$ cat config.mk
export PLATFORM = sky130hd
export DESIGN_NAME = dds_cfg_ctrl
export DESIGN_NICKNAME = d
export VERILOG_FILES = /design/src/rtl/dds_cfg_ctrl.sv
export SDC_FILE = /design/constraint.sdc
export NUM_CORES = 1
export LEC_CHECK = 0
export ABC_AREA = 1
export CAP_MARGIN = 20
export CORE_ASPECT_RATIO = 0.6
export CORE_MARGIN = 2
export CORE_UTILIZATION = 30
export CTS_CLUSTER_DIAMETER = 60
export CTS_CLUSTER_SIZE = 30
export DETAILED_ROUTE_END_ITERATION = 7
export GPL_TIMING_DRIVEN = 0
export PLACE_DENSITY = 0.44
export SYNTH_ARGS = -nofsm -noshare
export SYNTH_HDL_FRONTEND = slang
export SYNTH_SLANG_ARGS = --single-unit
$ cat constraint.sdc
create_clock -name CLK -period 4.55 [get_ports CLK]
set_clock_uncertainty 0.05 [all_clocks]
set_input_delay 0.6825 -clock CLK [delete_from_list [all_inputs] [get_ports CLK]]
set_output_delay 0.6825 -clock CLK [all_outputs]
set_load 0.005 [all_outputs]
$ cat src/rtl/dds_cfg_ctrl.sv
// rtl/dds_cfg_ctrl.sv - front-panel DDS configuration controller with tuning-word calc and valid/ready transfer
module dds_cfg_ctrl #(
  parameter int ACC_W    = 32,
  parameter int FREQ_W   = 10,
  parameter int FREQ_MAX = 1000,
  parameter int FREQ_RST = 1,
  parameter int TW_STEP  = 179
) (
  input  logic             CLK,
  input  logic             RESETn,
  input  logic             iBtnMode,
  input  logic             iBtnUp,
  input  logic             iBtnDown,
  input  logic             iCfgReady,
  output logic             oCfgValid,
  output logic [ACC_W-1:0] oTuneWord,
  output logic [1:0]       oWaveSel,
  output logic [2:0]       oAmpSel,
  output logic [1:0]       oEditSel
);

  localparam logic [1:0] IDLE  = 2'd0;
  localparam logic [1:0] CALC  = 2'd1;
  localparam logic [1:0] VALID = 2'd2;

  localparam logic [FREQ_W-1:0] FREQ_TOP  = FREQ_W'(FREQ_MAX);
  localparam logic [FREQ_W-1:0] FREQ_ONE  = FREQ_W'(1);
  localparam logic [FREQ_W-1:0] FREQ_INIT = FREQ_W'(FREQ_RST);
  localparam logic [ACC_W-1:0]  TW_STEP_W = ACC_W'(TW_STEP);

  logic [1:0]        state_q, state_d;
  logic [1:0]        edit_q, edit_d;
  logic [FREQ_W-1:0] freq_q, freq_d;
  logic [2:0]        amp_q, amp_d;
  logic [1:0]        wave_q, wave_d;
  logic              dirty_q, dirty_d;
  logic              valid_q, valid_d;
  logic [ACC_W-1:0]  tune_q, tune_d;
  logic [1:0]        wave_out_q, wave_out_d;
  logic [2:0]        amp_out_q, amp_out_d;
  logic              up_ok, dn_ok;

  // MODE masks UP/DOWN for the cycle; simultaneous UP and DOWN cancel out.
  assign up_ok = !iBtnMode && iBtnUp && !iBtnDown;
  assign dn_ok = !iBtnMode && iBtnDown && !iBtnUp;

  always_comb begin
    state_d    = state_q;
    edit_d     = edit_q;
    freq_d     = freq_q;
    amp_d      = amp_q;
    wave_d     = wave_q;
    dirty_d    = dirty_q;
    valid_d    = valid_q;
    tune_d     = tune_q;
    wave_out_d = wave_out_q;
    amp_out_d  = amp_out_q;

    if (iBtnMode) begin
      edit_d = (edit_q == 2'd2) ? 2'd0 : edit_q + 2'd1;
    end

    if (up_ok || dn_ok) begin
      case (edit_q)
        2'd0: begin
          if (up_ok && freq_q < FREQ_TOP) freq_d = freq_q + FREQ_ONE;
          else if (dn_ok && freq_q > FREQ_ONE) freq_d = freq_q - FREQ_ONE;
        end
        2'd1: begin
          if (up_ok && amp_q != 3'd7) amp_d = amp_q + 3'd1;
          else if (dn_ok && amp_q != 3'd0) amp_d = amp_q - 3'd1;
        end
        default: wave_d = up_ok ? wave_q + 2'd1 : wave_q - 2'd1;
      endcase
    end

    case (state_q)
      IDLE: begin
        if (dirty_q) begin
          state_d = CALC;
          dirty_d = 1'b0;
        end
      end
      CALC: begin
        tune_d     = ACC_W'(freq_q) * TW_STEP_W;
        wave_out_d = wave_q;
        amp_out_d  = amp_q;
        valid_d    = 1'b1;
        state_d    = VALID;
      end
      VALID: begin
        if (iCfgReady) begin
          valid_d = 1'b0;
          state_d = IDLE;
        end
      end
      default: begin
        valid_d = 1'b0;
        state_d = IDLE;
      end
    endcase

    // An accepted edit wins over the IDLE clear so it is never lost.
    if (up_ok || dn_ok) dirty_d = 1'b1;
  end

  always_ff @(posedge CLK or negedge RESETn) begin
    if (!RESETn) begin
      state_q    <= IDLE;
      edit_q     <= 2'd0;
      freq_q     <= FREQ_INIT;
      amp_q      <= 3'd7;
      wave_q     <= 2'd0;
      dirty_q    <= 1'b1;
      valid_q    <= 1'b0;
      tune_q     <= '0;
      wave_out_q <= 2'd0;
      amp_out_q  <= 3'd0;
    end else begin
      state_q    <= state_d;
      edit_q     <= edit_d;
      freq_q     <= freq_d;
      amp_q      <= amp_d;
      wave_q     <= wave_d;
      dirty_q    <= dirty_d;
      valid_q    <= valid_d;
      tune_q     <= tune_d;
      wave_out_q <= wave_out_d;
      amp_out_q  <= amp_out_d;
    end
  end

  assign oCfgValid = valid_q;
  assign oTuneWord = tune_q;
  assign oWaveSel  = wave_out_q;
  assign oAmpSel   = amp_out_q;
  assign oEditSel  = edit_q;

endmodule

Word-level counts from Yosys, hierarchy flattened. Cells that the tools add are included.

Register bits: 44. Bits of input ports: 6. Output and inout bits: 40. Word-level logic and storage cells: 66.

$add $sub $neg: 7. $mul: 1. Order comparisons: 2. Eq/ne operators: 7. Mux-type cells: 13. Bitwise gates (word level): 2. Reductions and logical operators: 24.

Operator list (number): 10-bit two-way mux (2); 10-bit by 8-bit multiplier with 18-bit output (second input constant) (1); 10-bit by 1-bit adder with 10-bit output (second input constant) (1); 10-bit by 1-bit greater-than comparator with 1-bit output (second input constant) (1); 10-bit < comparator (second input constant) (1); 10-bit by 1-bit subtractor with 10-bit output (second input constant) (1); 1-bit logical AND (8); 2-bit two-way mux (4); 3-bit two-way mux (2); 2-bit case mux with 3 select lines (1); 2-bit AND reduction (3); 3-bit AND reduction (2); 2-bit nonzero test (3); 2-bit by 1-bit adder with 2-bit output (second input constant) (2); 2-bit by 1-bit equality test with 1-bit output (second input constant) (2); 2-bit equality test (second input constant) (2); 2-bit zero test (2); 2-bit inequality test (second input constant) (2); 3-bit by 1-bit adder with 3-bit output (second input constant) (1); 1-bit zero test (3); 1-bit two-way mux (3); 3-bit inequality test (second input constant) (1); 1-bit case mux with 3 select lines (1); 3-bit nonzero test (1); 5 further kinds (6).

Depth between registers and ports, before layout. Gate-level depths: netlist of the first run.

Depth after elaboration: 6. Mapped depth: 18. Mapped depth without buffers: 18.

Least setup slack after synthesis of the first run. OpenSTA, ideal clock, no wires.

Path type: flip-flop to flip-flop. From: register freq_q[3]. To: register tune_q[16], in the netlist oTuneWord[16]. Data arrival time: 3.320 ns. Slack: 1.063 ns. Stages on the path, launching flop included: 19. Path buffers: 0. Cell sequence: dfrtp_1 -> ha_1 -> inv_1 -> fa_1 -> inv_1 -> fa_1 -> inv_1 -> fa_1 -> inv_1 -> ha_1 -> nand2_1 -> inv_1 -> nand2_1 -> nor2_1 -> nand2_1 -> nand2_1 -> nand2_1 -> nand3_1 -> nand2_1.

Word-level cells in the longest chain between the ends: 1.

Ends and longest elaborated chain: start: declaration (line 33) `logic [FREQ_W-1:0] freq_q, freq_d;`; start signal: assignment (line 122) `freq_q <= freq_d;`; 10-bit by 8-bit multiplier with 18-bit output (line 85) `tune_d = ACC_W'(freq_q) * TW_STEP_W;`; end signal: assignment (line 127) `tune_q <= tune_d;`; end: declaration (line 38) `logic [ACC_W-1:0] tune_q, tune_d;`.

Every way passes these cells. A chain may end at the register's enable or synchronous reset.

Worst setup path after layout of the first run.
From: register freq_q[3]. To: register tune_q[11], in the netlist oTuneWord[11].

The elaborated chain is that of the path after synthesis.

==> results of run 1 <==
==> path summary, 6_finish.rpt <==
| kind | from | endpoint | slack [ns] | cells after the start |
|---|---|---|---|---|
| min in group CLK | state_q[1] | state_q[0] | 0.40 | 1 |
| setup / recovery | freq_q[3] | oTuneWord[11] | 0.72 | 15 |
| hold / removal | RESETn | oTuneWord[13] | 0.27 | 1 |
| hold reg to reg | state_q[1] | state_q[0] | 0.40 | 1 |
| max in group asynchronous | RESETn | dirty_q | 3.59 | 2 |
| setup reg to reg | freq_q[3] | oTuneWord[11] | 0.72 | 15 |
==> final cells by class <==
class                           count  area (µm²)  share of cell area, %
Multi-Input combinational cell    396        2650                   52.2
Inverter                          112         423                   8.34
Sequential cell                    44        1110                   21.8
Tap cell                          192         240                   4.74
Timing Repair Buffer               32         325                   6.42
Clock inverter                      3        47.5                  0.938
Clock buffer                        5         125                   2.47
Buffer                             20         153                   3.01
==> per-layer routing <==
metal,GRT usage (%),wire length [µm],vias to the layer above
met1,23.8,6080,1522
met2,17.7,3440,63
met3,2.68,501,6
met5,0,0,-
li1,-,-,1781
met4,1.95,43,0
==> synth_stat cells, types with 2 or more instances <==
cell type	n	area [µm²]
ha_1	62	776
fa_1	20	400
dfrtp_1	39	976
clkbuf_1	3	11.3
nand3_1	27	135
xnor2_1	7	61.3
o21ai_2	5	43.8
dfstp_2	5	131
nor2_1	26	97.6
inv_1	108	405
nand2_4	2	22.5
inv_2	3	11.3
o21ai_0	25	125
a21oi_1	9	45.0
nand4_1	4	25.0
nand2_1	164	616
nor3_1	2	10.0
buf_4	14	105
nand2_2	4	25.0
xor2_1	16	140
nand3b_1	2	15.0
==> state kept, by name (all words and copies together) (netlist names) <==
signal	cells
oTuneWord	18
freq_q	10
amp_q	3
oAmpSel	3
oEditSel	2
oWaveSel	2
state_q	2
wave_q	2
dirty_q	1
oCfgValid	1
==> stage by stage <==
stage | cells | area (µm²) | setup WS (ns)
after floorplan | 572 | 4330 | 1.06
after global placement | 795 | 4880 | 0.750
after detailed placement | 796 | 4900 | 0.749
after CTS | 804 | 5070 | 0.734
after global routing | 804 | 5070 | 0.524
final | 804 | 5070 | 0.719
==> critical path: stages (launching register included) <==
cell and delay (ns):
dfrtp_1 0.52, ha_1 0.34, inv_1 0.05, fa_1 0.49, inv_1 0.05, fa_1 0.53, inv_1 0.05, fa_1 0.53
inv_1 0.04, ha_1 0.35, nand2_1 0.08, nand2_1 0.08, a21oi_1 0.14, nand2_1 0.08, xnor2_1 0.22, o21ai_0 0.10
==> logic make-up (layout without fill, tap and decap cells) <==
kind of cell | Yosys count | count (layout) | synth area share, %
buffers and inverters | 132 | 172 | 13.4
adders and majority gates | 82 | 82 | 27.5
xor gates and xnor gates | 23 | 23 | 4.70
DFF | 44 | 44 | 25.9
and+or+nand+nor | 236 | 236 | 23.2
AOI/OAI and AO/OA | 41 | 41 | 5.26
other | 1 | 14 | 0.0876
==> cells in the final DEF, fill, tap and decap left out, types with 3 or more instances in the layout <==
cell	n
nand4_1	4
nand2_1	164
ha_1	62
buf_4	14
nor2_1	26
dfrtp_1	39
o21ai_0	25
clkdlybuf4s50_1	30
a21oi_1	9
dfstp_2	5
clkbuf_1	3
fa_1	20
nand2_2	4
clkbuf_16	5
xor2_1	16
o21ai_2	5
conb_1	14
inv_2	3
xnor2_1	7
nand3_1	27
inv_1	108
==> results.sh, run 1 <==
export IMPL_status="completed"
export IMPL_grt_setup_unrepaired="no"
export IMPL_grt_overflow=0
export IMPL_ant_nets=0
export IMPL_dieWidth_um=158
export IMPL_clk_transition_reported_paths_ns=0.07
export IMPL_final_nets=699
export IMPL_hold_viol_final=0
export IMPL_tightest_slew_ns=0.579
export IMPL_core_area_mm2=0.0138
export IMPL_cts_setup_buffers=0
export IMPL_synth_warnings=0
export IMPL_synth_top_flop_cell="dfrtp_1"
export IMPL_synthArstFlopShare_pct=100
export IMPL_ys_seq_elements=44
export IMPL_hold_ws_ns=0.272
export IMPL_yosysSeqAreaShare_pct=25.9
export IMPL_antenna_found_initial=0
export IMPL_hold_buffers=0
export IMPL_cap_viol_max_count=0
export IMPL_track_usage_pct=14.0
export IMPL_cts_sinks=44
export IMPL_post_cts_resize_count=0
export IMPL_htreeDepth=2
export IMPL_gp_congestion=0.883
export IMPL_syn2layout_area_growth_pct=18.4
export IMPL_insertion_delay_ns=0.29
export IMPL_synth_edff_count=0
export IMPL_cts_made_buffers=5
export IMPL_ys_types=33
export IMPL_cts_buffer_depth=2
export IMPL_wl_per_cell_um=12.5
export IMPL_start_util_pct=31.1
export IMPL_syn_avg_cell_area_um2=7.66
export IMPL_dieArea_mm2=0.0153
export IMPL_drc=0
export IMPL_fmax_mhz=261
export IMPL_cts_tree="yes"
export IMPL_finalSetupViolations=0
export IMPL_critPathRequiredTime_ns=4.66
export IMPL_grt_pass1_vias=3072
export IMPL_slew_violations=0
export IMPL_postSynthCellCount=559
export IMPL_cts_root_buf="clkbuf_16"
export IMPL_synth_area_mm2=0.00428
export IMPL_grt_max_degree=30
export IMPL_vias=3372
export IMPL_cp_start_kind="flop"
export IMPL_fin_crit_ns=3.83
export IMPL_grt_pass1_wl_mm=16.3
export IMPL_finalCoreUtilization_pct=36.8
export IMPL_wirelength_mm=10.1
export IMPL_arrival_ns=3.94
export IMPL_antenna_cells=0
export IMPL_avgViaCountPerCell=4.19
export IMPL_path_max_fanout=8
export IMPL_finalSetupTns_ns=0
export IMPL_rows=33
export IMPL_hold_path_class="in2async"
export IMPL_die_h_um=96.6
export IMPL_drt_iter0_markers=177
export IMPL_period_share_pct=84.2
export IMPL_relSlewSlack_pct=61.4
export IMPL_dp_hpwl_mm=8.37
export IMPL_nFillCells=1471
export IMPL_drt_pass1_iterations=5
export IMPL_path_class="reg2reg"
export IMPL_layout_drive_gt1_share_pct=8.17
export IMPL_portBuffers=31
export IMPL_num_io_pins=46
export IMPL_crit_path_end_kind="flop"
Power of run 1 is left out: the tool's default activity adds up to more than one toggle a clock period on the data nets, which glitch-free logic cannot reach.
==> run 2: changes to the inputs <==
--- a/config.mk
+++ b/config.mk
@@ -14,7 +14,7 @@
 export CTS_CLUSTER_SIZE = 30
 export DETAILED_ROUTE_END_ITERATION = 7
 export GPL_TIMING_DRIVEN = 0
-export PLACE_DENSITY = 0.44
+export PLACE_DENSITY = 0.45
 export SYNTH_ARGS = -nofsm -noshare
 export SYNTH_HDL_FRONTEND = slang
 export SYNTH_SLANG_ARGS = --single-unit
==> constraint.sdc (replaced) <==
create_clock -name CLK -period 3.3 [get_ports CLK]
set_clock_uncertainty 0.05 [all_clocks]
set_input_delay 0.495 -clock CLK [delete_from_list [all_inputs] [get_ports CLK]]
set_output_delay 0.495 -clock CLK [all_outputs]
set_load 0.005 [all_outputs]
==> results.sh, run 2 (synthesis results as in run 1) <==
export IMPL_status="finished with violations"
export IMPL_violations="setup timing"
export IMPL_regToRegStartpoint="freq_q[2]"
export IMPL_core_area_mm2=0.0138
export IMPL_htreeDepth=2
export IMPL_grt_pass1_wl_mm=18.3
export IMPL_clk_transition_reported_paths_ns=0.07
export IMPL_arrival_ns=3.57
export IMPL_final_common_cell="nand2_1"
export IMPL_path_max_fanout=4
export IMPL_cts_tree="yes"
export IMPL_path_cells="ha_4, fa_1, inv_1, fa_1, inv_1, fa_1, ha_4, nand2_2, inv_2, nand2_1, nor2_2, nand2_4, nand2_2, nand2_1, nand3_1, nand2_1"
export IMPL_grt_overflow=0
export IMPL_finalSetupViolations=9
export IMPL_period_share_pct=104
export IMPL_wl_per_cell_um=13.2
export IMPL_hold_buffers=0
export IMPL_avgViaCountPerCell=4.30
export IMPL_grt_pass1_vias=3505
export IMPL_layout_drive_gt1_share_pct=24.0
export IMPL_largest_reg_flops=18
export IMPL_reg2reg_to="oTuneWord[17]"
export IMPL_die_h_um=96.6
export IMPL_rows=33
export IMPL_start_util_pct=31.1
export IMPL_dieArea_mm2=0.0153
export IMPL_cp_slowest_cell="fa_1"
export IMPL_design_area_mm2=0.00558
export IMPL_gp_congestion=0.855
export IMPL_hold_path_class="in2async"
export IMPL_hold_viol_final=0
export IMPL_cts_made_buffers=5
export IMPL_final_nets=715
export IMPL_fmax_mhz=291
export IMPL_grt_setup_unrepaired="yes"
export IMPL_critPathMaxStageDelay_ns=0.50
export IMPL_grt_max_degree=38
export IMPL_tightest_slew_ns=0.601
export IMPL_finalSetupTns_ns=-0.789
export IMPL_ff2ff_setup_slack_ns=-0.13
export IMPL_cts_buffer_depth=2
export IMPL_nFillCells=1444
export IMPL_pre_cts_ws_ns=-0.344
export IMPL_antenna_cells=0
export IMPL_path_class="reg2reg"
export IMPL_vias=3524
export IMPL_track_usage_pct=15.7
export IMPL_critPathRequiredTime_ns=3.44
export IMPL_layout_cells_most_common_list="nand2_1, inv_1, ha_1, dfrtp_1, clkdlybuf4s50_1"
export IMPL_critPathTopFamily="adder cells"
export IMPL_drt_iter0_markers=173
export IMPL_drt_pass1_iterations=4
export IMPL_slew_violations=0
export IMPL_portBuffers=31
export IMPL_cap_viol_max_count=0
export IMPL_worst_path_buf_inv=3
export IMPL_cp_start_kind="flop"
export IMPL_cts_root_buf="clkbuf_16"
export IMPL_dieWidth_um=158
export IMPL_register_area_mm2=0.00111
export IMPL_insertion_delay_ns=0.29
export IMPL_placed_area_mm2=0.00496
export IMPL_crit_path_end_kind="flop"
export IMPL_dp_hpwl_mm=8.44
export IMPL_num_io_pins=46
export IMPL_fin_crit_ns=3.43
export IMPL_syn2layout_area_growth_pct=30.4
export IMPL_wirelength_mm=10.8
export IMPL_antenna_found_initial=0
export IMPL_setup_slack_ns=-0.133
export IMPL_drc=0
export IMPL_cts_sinks=44
export IMPL_multiInputGateArea_mm2=0.00301
export IMPL_relSlewSlack_pct=59.9
export IMPL_r2r_cells=16
export IMPL_ant_nets=0
==> run 2: cell count changes in the layout (fill, tap and decap cells not counted), sizes merged <==
cell / change
clkinvlp: +2
clkinv: -2
buf: +16
==> run 2: worst register-to-register path, delay by kind of cell (launching register included) <==
kind | cells | cell delay [ns]
and+or+nand+nor | 8 | 0.58
DFF | 1 | 0.48
adders and majority gates | 5 | 2.04
buffers and inverters | 3 | 0.18
==> run 2: worst max-delay path by stage <==
stage                          from            end  slack [ns]  cells past startpoint
after detailed placement  freq_q[0]  oTuneWord[16]       -0.34                     16
final                     freq_q[2]  oTuneWord[17]       -0.13                     16
after global placement    freq_q[0]  oTuneWord[16]       -0.34                     16
after floorplan           freq_q[3]  oTuneWord[17]      -0.003                     18
after CTS                 freq_q[3]  oTuneWord[17]       -0.13                     16
after global routing      freq_q[0]  oTuneWord[14]       -0.32                     18
==> run 2: cell type report <==
| cell class | count | area share (%) |
|---|---|---|
| Sequential cell | 44 | 20.0 |
| Timing Repair Buffer | 48 | 8.34 |
| Buffer | 20 | 2.73 |
| Tap cell | 192 | 4.30 |
| Clock buffer | 5 | 2.24 |
| Multi-Input combinational cell | 396 | 53.9 |
| Clock inverter | 3 | 0.829 |
| Inverter | 112 | 7.73 |
==> run 2: repair_timing <==
item	CTS	global route
gates resized for setup	59	30
setup buffers	15	1
setup endpoints to repair	11	12
pin swaps	46	20
==> run 2: through the flow <==
step | util, % | cells | hold slack [ns]
4_1_cts | 39.6 | 819 | 0.000713
5_1_grt | 40.5 | 820 | 0.0129
6_report | 40.5 | 820 | 0.0000379
3_5_place_dp | 36.0 | 796 | 0.324
3_3_place_gp | 35.9 | 795 | 0.402
2_1_floorplan | - | 572 | 0.149
==> run 2: layer usage <==
metal	GRT usage [%]	vias up	part of all wire, %
met4	2.40	0	0.61
met1	24.8	1630	56
met2	22.4	68	38
li1	-	1819	-
met5	0	-	0
met3	2.68	7	5.2
Power of run 2 is left out for the same reason.
